==> src/rtl/load_use_hazard_unit_if.sv <==
// rtl/load_use_hazard_unit_if.sv - decode/interlock signal bundle for the load-use hazard unit
interface load_use_hazard_unit_if;
  logic        dec_valid;
  logic [3:0]  dec_r2;
  logic [3:0]  dec_r3;
  logic        dec_vf;
  logic [1:0]  dec_ext_sel;
  logic [3:0]  dec_dest;
  logic        dec_we;
  logic        dec_is_load;
  logic        mem_hold;
  logic        stall;
  logic        bubble;
  logic        load_pending;
  logic [15:0] stall_count;

  // Decode stage side: presents the instruction, receives the interlock.
  modport master (
    output dec_valid, dec_r2, dec_r3, dec_vf, dec_ext_sel,
           dec_dest, dec_we, dec_is_load, mem_hold,
    input  stall, bubble, load_pending, stall_count
  );

  // Hazard unit side.
  modport slave (
    input  dec_valid, dec_r2, dec_r3, dec_vf, dec_ext_sel,
           dec_dest, dec_we, dec_is_load, mem_hold,
    output stall, bubble, load_pending, stall_count
  );
endinterface

==> src/rtl/load_use_hazard_unit.sv <==
// rtl/load_use_hazard_unit.sv - decode-stage load-use interlock with per-register countdowns
module load_use_hazard_unit #(
  parameter int NREG     = 16,
  parameter int LOAD_LAT = 2,
  parameter int CNT_W    = $clog2(LOAD_LAT + 1)
) (
  input logic                   clk,
  input logic                   rst,
  load_use_hazard_unit_if.slave hz
);

  localparam logic [CNT_W-1:0] LAT_VAL = CNT_W'(LOAD_LAT);

  // cnt[bank][reg]: cycles until the loaded value reaches the forwarding point.
  logic [CNT_W-1:0] cnt [2][NREG];
  logic [NREG-1:0]  pend [2];
  logic             hz2;
  logic             hz3;
  logic             stall_int;
  logic             issue;
  logic             load_set;
  logic             any_pend;
  logic [15:0]      stall_cnt_q;

  // Pending map from countdown state; index 0 is hardwired never-pending.
  always_comb begin
    any_pend = 1'b0;
    for (int v = 0; v < 2; v++) begin
      for (int i = 0; i < NREG; i++) begin
        pend[v][i] = (i != 0) && (cnt[v][i] != '0);
        any_pend   = any_pend | pend[v][i];
      end
    end
  end

  // Source-operand hazard check, gated by the operand format and bank.
  always_comb begin
    hz2       = (hz.dec_r2 != 4'd0) & ~hz.dec_ext_sel[1]
              & pend[hz.dec_vf][hz.dec_r2];
    hz3       = (hz.dec_r3 != 4'd0) & (hz.dec_ext_sel == 2'b00)
              & pend[hz.dec_vf][hz.dec_r3];
    stall_int = hz.dec_valid & (hz2 | hz3);
    issue     = hz.dec_valid & ~stall_int & ~hz.mem_hold;
    load_set  = issue & hz.dec_we & hz.dec_is_load & (hz.dec_dest != 4'd0);
  end

  // Countdowns: freeze on mem_hold, otherwise decrement, and (re)arm on an issuing load.
  always_ff @(posedge clk) begin
    if (rst) begin
      for (int v = 0; v < 2; v++) begin
        for (int i = 0; i < NREG; i++) begin
          cnt[v][i] <= '0;
        end
      end
    end else if (!hz.mem_hold) begin
      for (int v = 0; v < 2; v++) begin
        for (int i = 0; i < NREG; i++) begin
          if (load_set && (hz.dec_vf == v[0]) && (hz.dec_dest == i[3:0])) begin
            cnt[v][i] <= LAT_VAL;
          end else if (cnt[v][i] != '0) begin
            cnt[v][i] <= cnt[v][i] - 1'b1;
          end
        end
      end
    end
  end

  // Saturating count of stall cycles that actually cost a pipeline slot.
  always_ff @(posedge clk) begin
    if (rst) begin
      stall_cnt_q <= 16'd0;
    end else if (stall_int && !hz.mem_hold && (stall_cnt_q != 16'hFFFF)) begin
      stall_cnt_q <= stall_cnt_q + 16'd1;
    end
  end

  assign hz.stall        = stall_int;
  assign hz.bubble       = stall_int;
  assign hz.load_pending = any_pend;
  assign hz.stall_count  = stall_cnt_q;

endmodule

==> src/flat_wrapper.sv <==
// flat-port wrapper written by rule: the top's interface ports become plain ports
module load_use_hazard_unit_flat 
#(
  parameter int NREG     = 16,
  parameter int LOAD_LAT = 2,
  parameter int CNT_W    = $clog2(LOAD_LAT + 1)
)
  (clk, rst, hz_dec_valid, hz_dec_r2, hz_dec_r3, hz_dec_vf, hz_dec_ext_sel, hz_dec_dest, hz_dec_we, hz_dec_is_load, hz_mem_hold, hz_stall, hz_bubble, hz_load_pending, hz_stall_count);
  load_use_hazard_unit_if hz_i ();
  input logic clk;
  input logic rst;
  input wire logic [$bits(hz_i.dec_valid)-1:0] hz_dec_valid;
  input wire logic [$bits(hz_i.dec_r2)-1:0] hz_dec_r2;
  input wire logic [$bits(hz_i.dec_r3)-1:0] hz_dec_r3;
  input wire logic [$bits(hz_i.dec_vf)-1:0] hz_dec_vf;
  input wire logic [$bits(hz_i.dec_ext_sel)-1:0] hz_dec_ext_sel;
  input wire logic [$bits(hz_i.dec_dest)-1:0] hz_dec_dest;
  input wire logic [$bits(hz_i.dec_we)-1:0] hz_dec_we;
  input wire logic [$bits(hz_i.dec_is_load)-1:0] hz_dec_is_load;
  input wire logic [$bits(hz_i.mem_hold)-1:0] hz_mem_hold;
  output wire logic [$bits(hz_i.stall)-1:0] hz_stall;
  output wire logic [$bits(hz_i.bubble)-1:0] hz_bubble;
  output wire logic [$bits(hz_i.load_pending)-1:0] hz_load_pending;
  output wire logic [$bits(hz_i.stall_count)-1:0] hz_stall_count;
  assign hz_i.dec_valid = hz_dec_valid;
  assign hz_i.dec_r2 = hz_dec_r2;
  assign hz_i.dec_r3 = hz_dec_r3;
  assign hz_i.dec_vf = hz_dec_vf;
  assign hz_i.dec_ext_sel = hz_dec_ext_sel;
  assign hz_i.dec_dest = hz_dec_dest;
  assign hz_i.dec_we = hz_dec_we;
  assign hz_i.dec_is_load = hz_dec_is_load;
  assign hz_i.mem_hold = hz_mem_hold;
  assign hz_stall = hz_i.stall;
  assign hz_bubble = hz_i.bubble;
  assign hz_load_pending = hz_i.load_pending;
  assign hz_stall_count = hz_i.stall_count;
  load_use_hazard_unit #(.NREG(NREG), .LOAD_LAT(LOAD_LAT), .CNT_W(CNT_W)) u_core (.clk(clk), .rst(rst), .hz(hz_i));
endmodule
==> config.mk <==
export PLATFORM = sky130hd
export DESIGN_NAME = load_use_hazard_unit_flat
export DESIGN_NICKNAME = d
export VERILOG_FILES = /design/src/rtl/load_use_hazard_unit_if.sv /design/src/rtl/load_use_hazard_unit.sv /design/src/flat_wrapper.sv
export SDC_FILE = /design/constraint.sdc
export NUM_CORES = 1
export LEC_CHECK = 0
export BUFFER_PORTS_ARGS = -buffer_cell sky130_fd_sc_hd__buf_2
export CORE_ASPECT_RATIO = 2
export CORE_UTILIZATION = 60
export CTS_CLUSTER_DIAMETER = 50
export DETAILED_ROUTE_END_ITERATION = 7
export HOLD_SLACK_MARGIN = 0.05
export PLACE_DENSITY = 0.8
export SYNTH_ARGS = -nofsm -noshare
export SYNTH_HDL_FRONTEND = slang
export SYNTH_SLANG_ARGS = --single-unit
==> constraint.sdc <==
create_clock -name clk -period 6.1 [get_ports clk]
set_clock_uncertainty 0.1 [all_clocks]
set_input_delay 1.22 -clock clk [delete_from_list [all_inputs] [get_ports clk]]
set_output_delay 1.22 -clock clk [all_outputs]
set_load 0.03 [all_outputs]
==> results by group, run 1 <==
Status
  – Status: finished, final reports clean

Cells and area
  – Share of layout cells above drive strength 1: 18.9%
  – Layout area overhead: 8.98%
  – Final Net Count: about 610
  – Final instance area: ~5700 um^2
  – ANT cells: 0

Global routing
  – Global-route wire length before repair: 20600 um
  – Gr usage total: between 30% and 40%
  – Vias in the first global route: ~4400
  – Initial antenna violation count: 0
  – Pin count of the biggest net entering global routing: 62
  – Global route hottest layer: met2
  – GRT Residual Overflow: 0
  – Grt met2 use: 51.9%
  – Met1 usage: 35.1%
  – Met3 Use GR: 5.19%

Timing
  – Final setup violation count: 0
  – Peak Freq: 215 MHz
  – Fin Hold WS: 0.410 ns
  – Worst rel slew slack: 23.5%
  – Max Transition Viols Final: 0
  – Final Critical Period: 4.65 ns
  – Fin crit share: ~76%
  – Final Worst Setup Slack: 1.45 ns
  – Final hold violation count: 0
  – Setup TNS: 0 ns
  – Slew @ Worst Pin: 1.15 ns
  – RSZ-0062 raised after global routing: no

CTS
  – Clock Sink Count: 78
  – TritonCTS buffer count: 9
  – Hold-fix buffer count after cts: 0
  – TritonCTS clock tree: done
  – Skew-Pair Late Insertion Delay: 0.33 ns
  – Clk root buf: clkbuf_16
  – Worst-path clk slew: roughly 0.050 ns
  – H-tree Lvls: 3
  – Post-CTS setup buffers: 0
  – Longest Clk Path Bufs: 2
  – Number of gates resized after cts: 0

Power
  – Peak supply drop: 0.174 mV
  – Power per cell area: 255 nW/um^2
  – LEAKAGE: 2.21 nW

Synth
  – Syn_nets: 587
  – Top_reg_cell synth: edfxtp_1
  – Seq/Total Area, Yosys: 41.4%
  – Yosys Warn Count: 0
  – Post-synth EDFFs: 60
  – Cell taking the most area after synthesis: edfxtp_1
  – Avg Inst Size Synth: 9.79 um^2
  – Post-Syn Area: 5230 um^2
  – Synth top area share: 34.5%
  – Synthesized instance count: 534
  – Synth top area cells: edfxtp_1 34%, ha_1 7.7%, dfxtp_1 6.9%, mux4_2 5.2%, a31oi_1 5.0%
  – Count of cell types in the netlist: 50
  – Synth Register Bits: 78
  – Post-synth ARST share: 0%

Detailed routing
  – DR pass1 iterations: 5
  – Final ANT Viol Nets: 0
  – Wire length per cell: 18.9 um
  – DRC violations left: 0
  – Vias/cell: approximately 6.7
  – Post-Route WL: 12500 um
  – Initial DRC Count: around 370
  – Vias after detailed routing: 4429

Worst setup path
  – Worst-path cell chain: buf_2 -> mux4_1 -> mux2_2 -> a221o_1 -> o211a_2 -> nor2b_1 -> buf_2
  – Slowest Stage Delay on Critical Path: 0.61 ns
  – Worst path required time: 4.78 ns
  – Critical Path Source Type: input port
  – WP data arrival: between 3 and 4 ns
  – CP max-delay cell: mux4_1
  – Setup CP Type: input port to output port
  – Most used cell, CP: buf_2
  – CP max FO: 18
  – Critical Path End Type: output port

Placed design
  – Gpl congestion: 0.891
  – Port Buffers: 39
  – Dpl cell area: 5440 um^2
  – Post-DP HPWL: 9090 um
  – DP Worst Slack: 1.45 ns

Floorplan
  – Std-Cell Rows: 47
  – Core Footprint: 8350 um^2
  – Die ar.: between 9000 and 10000 um^2
  – Die Y: 134 um
  – Die span in x: 68.0 um
  – IO Pins: 40
  – Starting Density: between 60% and 70%

Worst hold path
  – Worst min-delay path class: register to register

Flow run
  – Max_cap viols: 0
[through the flow]
step | total power [mW] | cells | util [%]
6_report | 1.45 | 663 | 68.2
3_5_place_dp | 0.983 | 647 | 65.1
5_1_grt | 1.51 | 663 | 68.2
4_1_cts | 1.45 | 663 | 68.2
2_1_floorplan | 0.903 | 534 | -
3_3_place_gp | 0.961 | 647 | 65.1
[final cells by class]
| cell class | count | area (um^2) |
|---|---|---|
| fill | 636 | 2660 |
| tap | 98 | 123 |
| inverter | 69 | 259 |
| clock inverter | 3 | 15.0 |
| sequential | 78 | 2160 |
| multi-input combinational | 358 | 2660 |
| clock buffer | 13 | 240 |
| timing repair buffer | 44 | 233 |
[cells in the mapped netlist, types with 2 or more instances]
master	n
mux4_1	2
nor2_1	42
or3_1	7
nand3_2	2
or2_2	18
edfxtp_1	60
nand2_1	13
clkbuf_1	17
mux2i_1	3
o21ai_0	10
or4_1	5
a21oi_1	32
nand3_1	41
nand2b_1	7
nor2b_1	6
o31ai_1	5
nor4b_2	11
a31oi_1	42
dfxtp_1	18
and3_1	15
ha_1	32
nor3b_1	4
buf_6	3
nor4b_1	7
mux4_2	12
nand4_1	16
nor4_1	5
mux2_2	4
buf_2	6
inv_1	69
[path summary, 6_finish.rpt]
path                     start           endpoint  slack [ns]  depth (start not counted)
max                  hz_dec_vf           hz_stall        1.45                          7
min          u_core.cnt[0][31]  u_core.cnt[0][31]        0.41                          2
max reg2reg  u_core.cnt[1][22]  u_core.cnt[0][11]        2.60                          9
min reg2reg  u_core.cnt[0][31]  u_core.cnt[0][31]        0.41                          2
[cells in the final DEF, fill, tap and decap left out, types with 3 or more instances in the layout]
| cell | instances |
|---|---|
| ha_1 | 32 |
| clkbuf_1 | 4 |
| buf_2 | 39 |
| mux2i_1 | 3 |
| o21ai_0 | 10 |
| nand2b_1 | 7 |
| nor4b_1 | 7 |
| o31ai_1 | 5 |
| nor3b_1 | 4 |
| nor4b_2 | 11 |
| and3_1 | 15 |
| or3_1 | 7 |
| mux4_2 | 12 |
| clkinv_2 | 3 |
| or4_1 | 5 |
| buf_4 | 5 |
| or2_2 | 18 |
| nor4_1 | 5 |
| mux2_2 | 4 |
| a31oi_1 | 42 |
| nand4_1 | 16 |
| nor2_1 | 42 |
| a21oi_1 | 32 |
| edfxtp_1 | 60 |
| inv_1 | 69 |
| nand3_1 | 41 |
| clkbuf_16 | 9 |
| nand2_1 | 13 |
| nor2b_1 | 5 |
| dfxtp_1 | 18 |
[flip-flops by register name, summed over array words and instances (netlist names)]
| signal | cells |
|---|---|
| u_core.cnt | 62 |
| u_core.hz.stall_count | 16 |
[metal layers]
layer  wire length, um  vias to the layer above
met4               409                        0
met3               879                       46
met1              4520                     2112
li1                  -                     2047
met2              6720                      224
met5                 0                        -
[power breakdown]
group	switching (mW)	internal (mW)
clock	0.200	0.274
combinational	0.196	0.130
sequential	0.0201	0.634
total	0.416	1.04
[worst max-delay path: cells and delay by family]
| kind | cells | cell delay (ns) |
|---|---|---|
| multiplexers | 2 | 0.89 |
| AND/OR/NAND/NOR | 1 | 0.14 |
| buffers and inverters | 2 | 0.60 |
| AO/OA/AOI/OAI | 2 | 0.47 |
[kinds of logic after synthesis]
| family | Yosys count | synth area share [%] |
|---|---|---|
| flip-flops | 78 | 41.4 |
| XOR/XNOR | 1 | 0.168 |
| multiplexers | 22 | 7.83 |
| adder cells (fa/ha/maj) | 32 | 7.66 |
| AND/OR/NAND/NOR | 204 | 23.7 |
| AO/OA/AOI/OAI | 99 | 11.5 |
| buffers and inverters | 98 | 7.71 |
Note: power is estimated with default switching activity, not from simulation.
==> run 2: changes to the inputs <==
==> constraint.sdc (replaced) <==
create_clock -name clk -period 4.6 [get_ports clk]
set_clock_uncertainty 0.1 [all_clocks]
set_input_delay 0.92 -clock clk [delete_from_list [all_inputs] [get_ports clk]]
set_output_delay 0.92 -clock clk [all_outputs]
set_load 0.03 [all_outputs]
==> run 2 against run 1 <==
Net effect:
- clock power rose by 32%
- worst setup slack worse by 0.94 ns
- non-clock buffer count grew 1
- sequential power up 33%
- core utilization rose by 0.075 points
- total power grew 33%
- largest power group unchanged
- highest routed layer unchanged
==> results by group, run 2 (synthesized netlist as in run 1, its figures left out) <==
Timing
  – Max Transition Viols Final: 0 (unchanged)
  – Fin Hold WS: 0.415 ns (+0.00523 ns)
  – Final hold violation count: 0 (unchanged)
  – Setup TNS: 0 ns (unchanged)
  – Fin crit share: about nine tenths
  – Final Critical Period: ~4.1 ns
  – Slew @ Worst Pin: 1.16 ns (+0.0161 ns)
  – RSZ-0062 raised after global routing: no
  – Peak Freq: 245 MHz
  – Final Worst Setup Slack: 0.513 ns (-0.936 ns)
  – Worst rel slew slack: 22.5% (-1.1 points)
  – Final setup violation count: 0 (unchanged)

Detailed routing
  – DRC violations left: 0 (unchanged)
  – Post-Route WL: 12900 um (+2.5%)
  – Wire length per cell: 19.4 um (+2.4%)
  – Final ANT Viol Nets: 0 (unchanged)
  – Vias/cell: 6.68 (about the same)
  – DR pass1 iterations: 7 (+2)
  – Vias after detailed routing: 4437 (+0.18%)
  – Initial DRC Count: 355 (-3.3%)

Global routing
  – Gr usage total: 30.2% (about the same)
  – Vias in the first global route: 4409 (-0.11%)
  – Initial antenna violation count: 0 (unchanged)
  – GRT Residual Overflow: 0 (unchanged)
  – Pin count of the biggest net entering global routing: 62 (unchanged)
  – Global-route wire length before repair: 20300 um (-1.8%)

Power
  – LEAKAGE: 2.21 nW (about the same)
  – Peak supply drop: 0.345 mV (+99%)
  – Power per cell area: 339 nW/um^2 (+33%)

CTS
  – Post-CTS setup buffers: 0 (unchanged)
  – Skew-Pair Late Insertion Delay: 0.34 ns (about the same)
  – Longest Clk Path Bufs: 2 (unchanged)
  – Number of gates resized after cts: 0 (unchanged)
  – Worst-path clk slew: 0.05 ns (about the same)
  – Clk root buf: clkbuf_16
  – TritonCTS buffer count: 9 (unchanged)
  – Clock Sink Count: 78 (unchanged)
  – Hold-fix buffer count after cts: 0 (unchanged)
  – TritonCTS clock tree: done
  – H-tree Lvls: 3 (unchanged)

Floorplan
  – IO Pins: 40 (unchanged)
  – Core Footprint: 8350 um^2 (unchanged)
  – Die Y: 134 um (unchanged)
  – Die ar.: 9110 um^2 (unchanged)
  – Die span in x: 68.0 um (unchanged)
  – Starting Density: 62.6% (unchanged)
  – Std-Cell Rows: 47 (unchanged)

Cells and area
  – Top reg by flops: u_core.cnt
  – Register area: 2160 um^2 (unchanged)
  – Final Util: 68.3% (+0.075 points)
  – Largest register FFs: 62 (unchanged)
  – Fillcell total: 656 (+3.1%)
  – Most common library cell in the layout ignoring fill and taps: inv_1
  – Multi-input logic area: 2660 um^2 (unchanged)
  – ANT cells: 0 (unchanged)
  – Share of layout cells above drive strength 1: 18.9% (-0.033 points)
  – Layout area overhead: 9.10%
  – Final Net Count: 614 (+0.16%)
  – Most frequent cells in the layout: 69 x inv_1, 60 x edfxtp_1, 42 x nor2_1, 42 x a31oi_1, 41 x nand3_1
  – Layout Cells excl Fill: 664 (+0.15%)

Placed design
  – Gpl congestion: 0.902 (+1.2%)
  – Post-DP HPWL: 9440 um (+3.8%)
  – Post-Place Cells: 648 (+0.15%)
  – DP Worst Slack: 0.532 ns (-0.915 ns)
  – Port Buffers: 39 (unchanged)

Worst setup path
  – WP data arrival: 3.07 ns (-0.26 ns)
  – CP max FO: 18 (unchanged)
  – Worst path required time: 3.58 ns (-1.20 ns)
  – Critical Path Source Type: input port
  – Setup CP Type: input port to output port
  – Critical Path End Type: output port

Flow run
  – Max_cap viols: 0 (unchanged)

Status
  – Status: finished, final reports clean

Worst hold path
  – Worst min-delay path class: register to register
==> run 2: final cells by class <==
class	count	area share [%]
Multi-Input combinational cell	358	46.7
Sequential cell	78	37.9
Inverter	69	4.54
Clock buffer	14	4.28
Timing Repair Buffer	45	4.21
Tap cell	98	2.15
Clock inverter	2	0.176
==> run 2: final timing paths <==
kind	from	to	slack (ns)	cells after the start
min	u_core.hz.stall_count[1]	u_core.hz.stall_count[1]	0.41	2
max reg2reg	u_core.cnt[1][18]	u_core.cnt[1][10]	1.30	9
min reg2reg	u_core.hz.stall_count[1]	u_core.hz.stall_count[1]	0.41	2
max	hz_dec_vf	hz_stall	0.51	7
==> run 2: power breakdown <==
part           internal (mW)  switching (mW)  total [mW]
Clock                  0.364           0.264       0.628
Sequential             0.840          0.0269       0.867
Combinational          0.173           0.262       0.435
Total                   1.38           0.553        1.93
==> run 2: per-layer routing <==
metal / global-route usage, % / wire length, um / vias to the layer above
li1: - / - / 2054
met4: 19.2 / 661 / 0
met2: 50.8 / 6690 / 233
met1: 32.8 / 4610 / 2085
met5: 0 / 0 / -
met3: 6.38 / 889 / 65
==> run 2: per-stage QoR <==
step	total power [mW]	instance area (um^2)
after floorplan	1.20	5230
after global placement	1.28	5450
after detailed placement	1.31	5450
after CTS	1.93	5700
after global routing	2.01	5700
final	1.93	5700
==> run 2: critical path: stages <==
cell and delay (ns):
buf_2 0.40, mux4_1 0.62, mux2_2 0.28, a221o_1 0.30, o211a_2 0.17, nor2b_1 0.15
buf_2 0.22
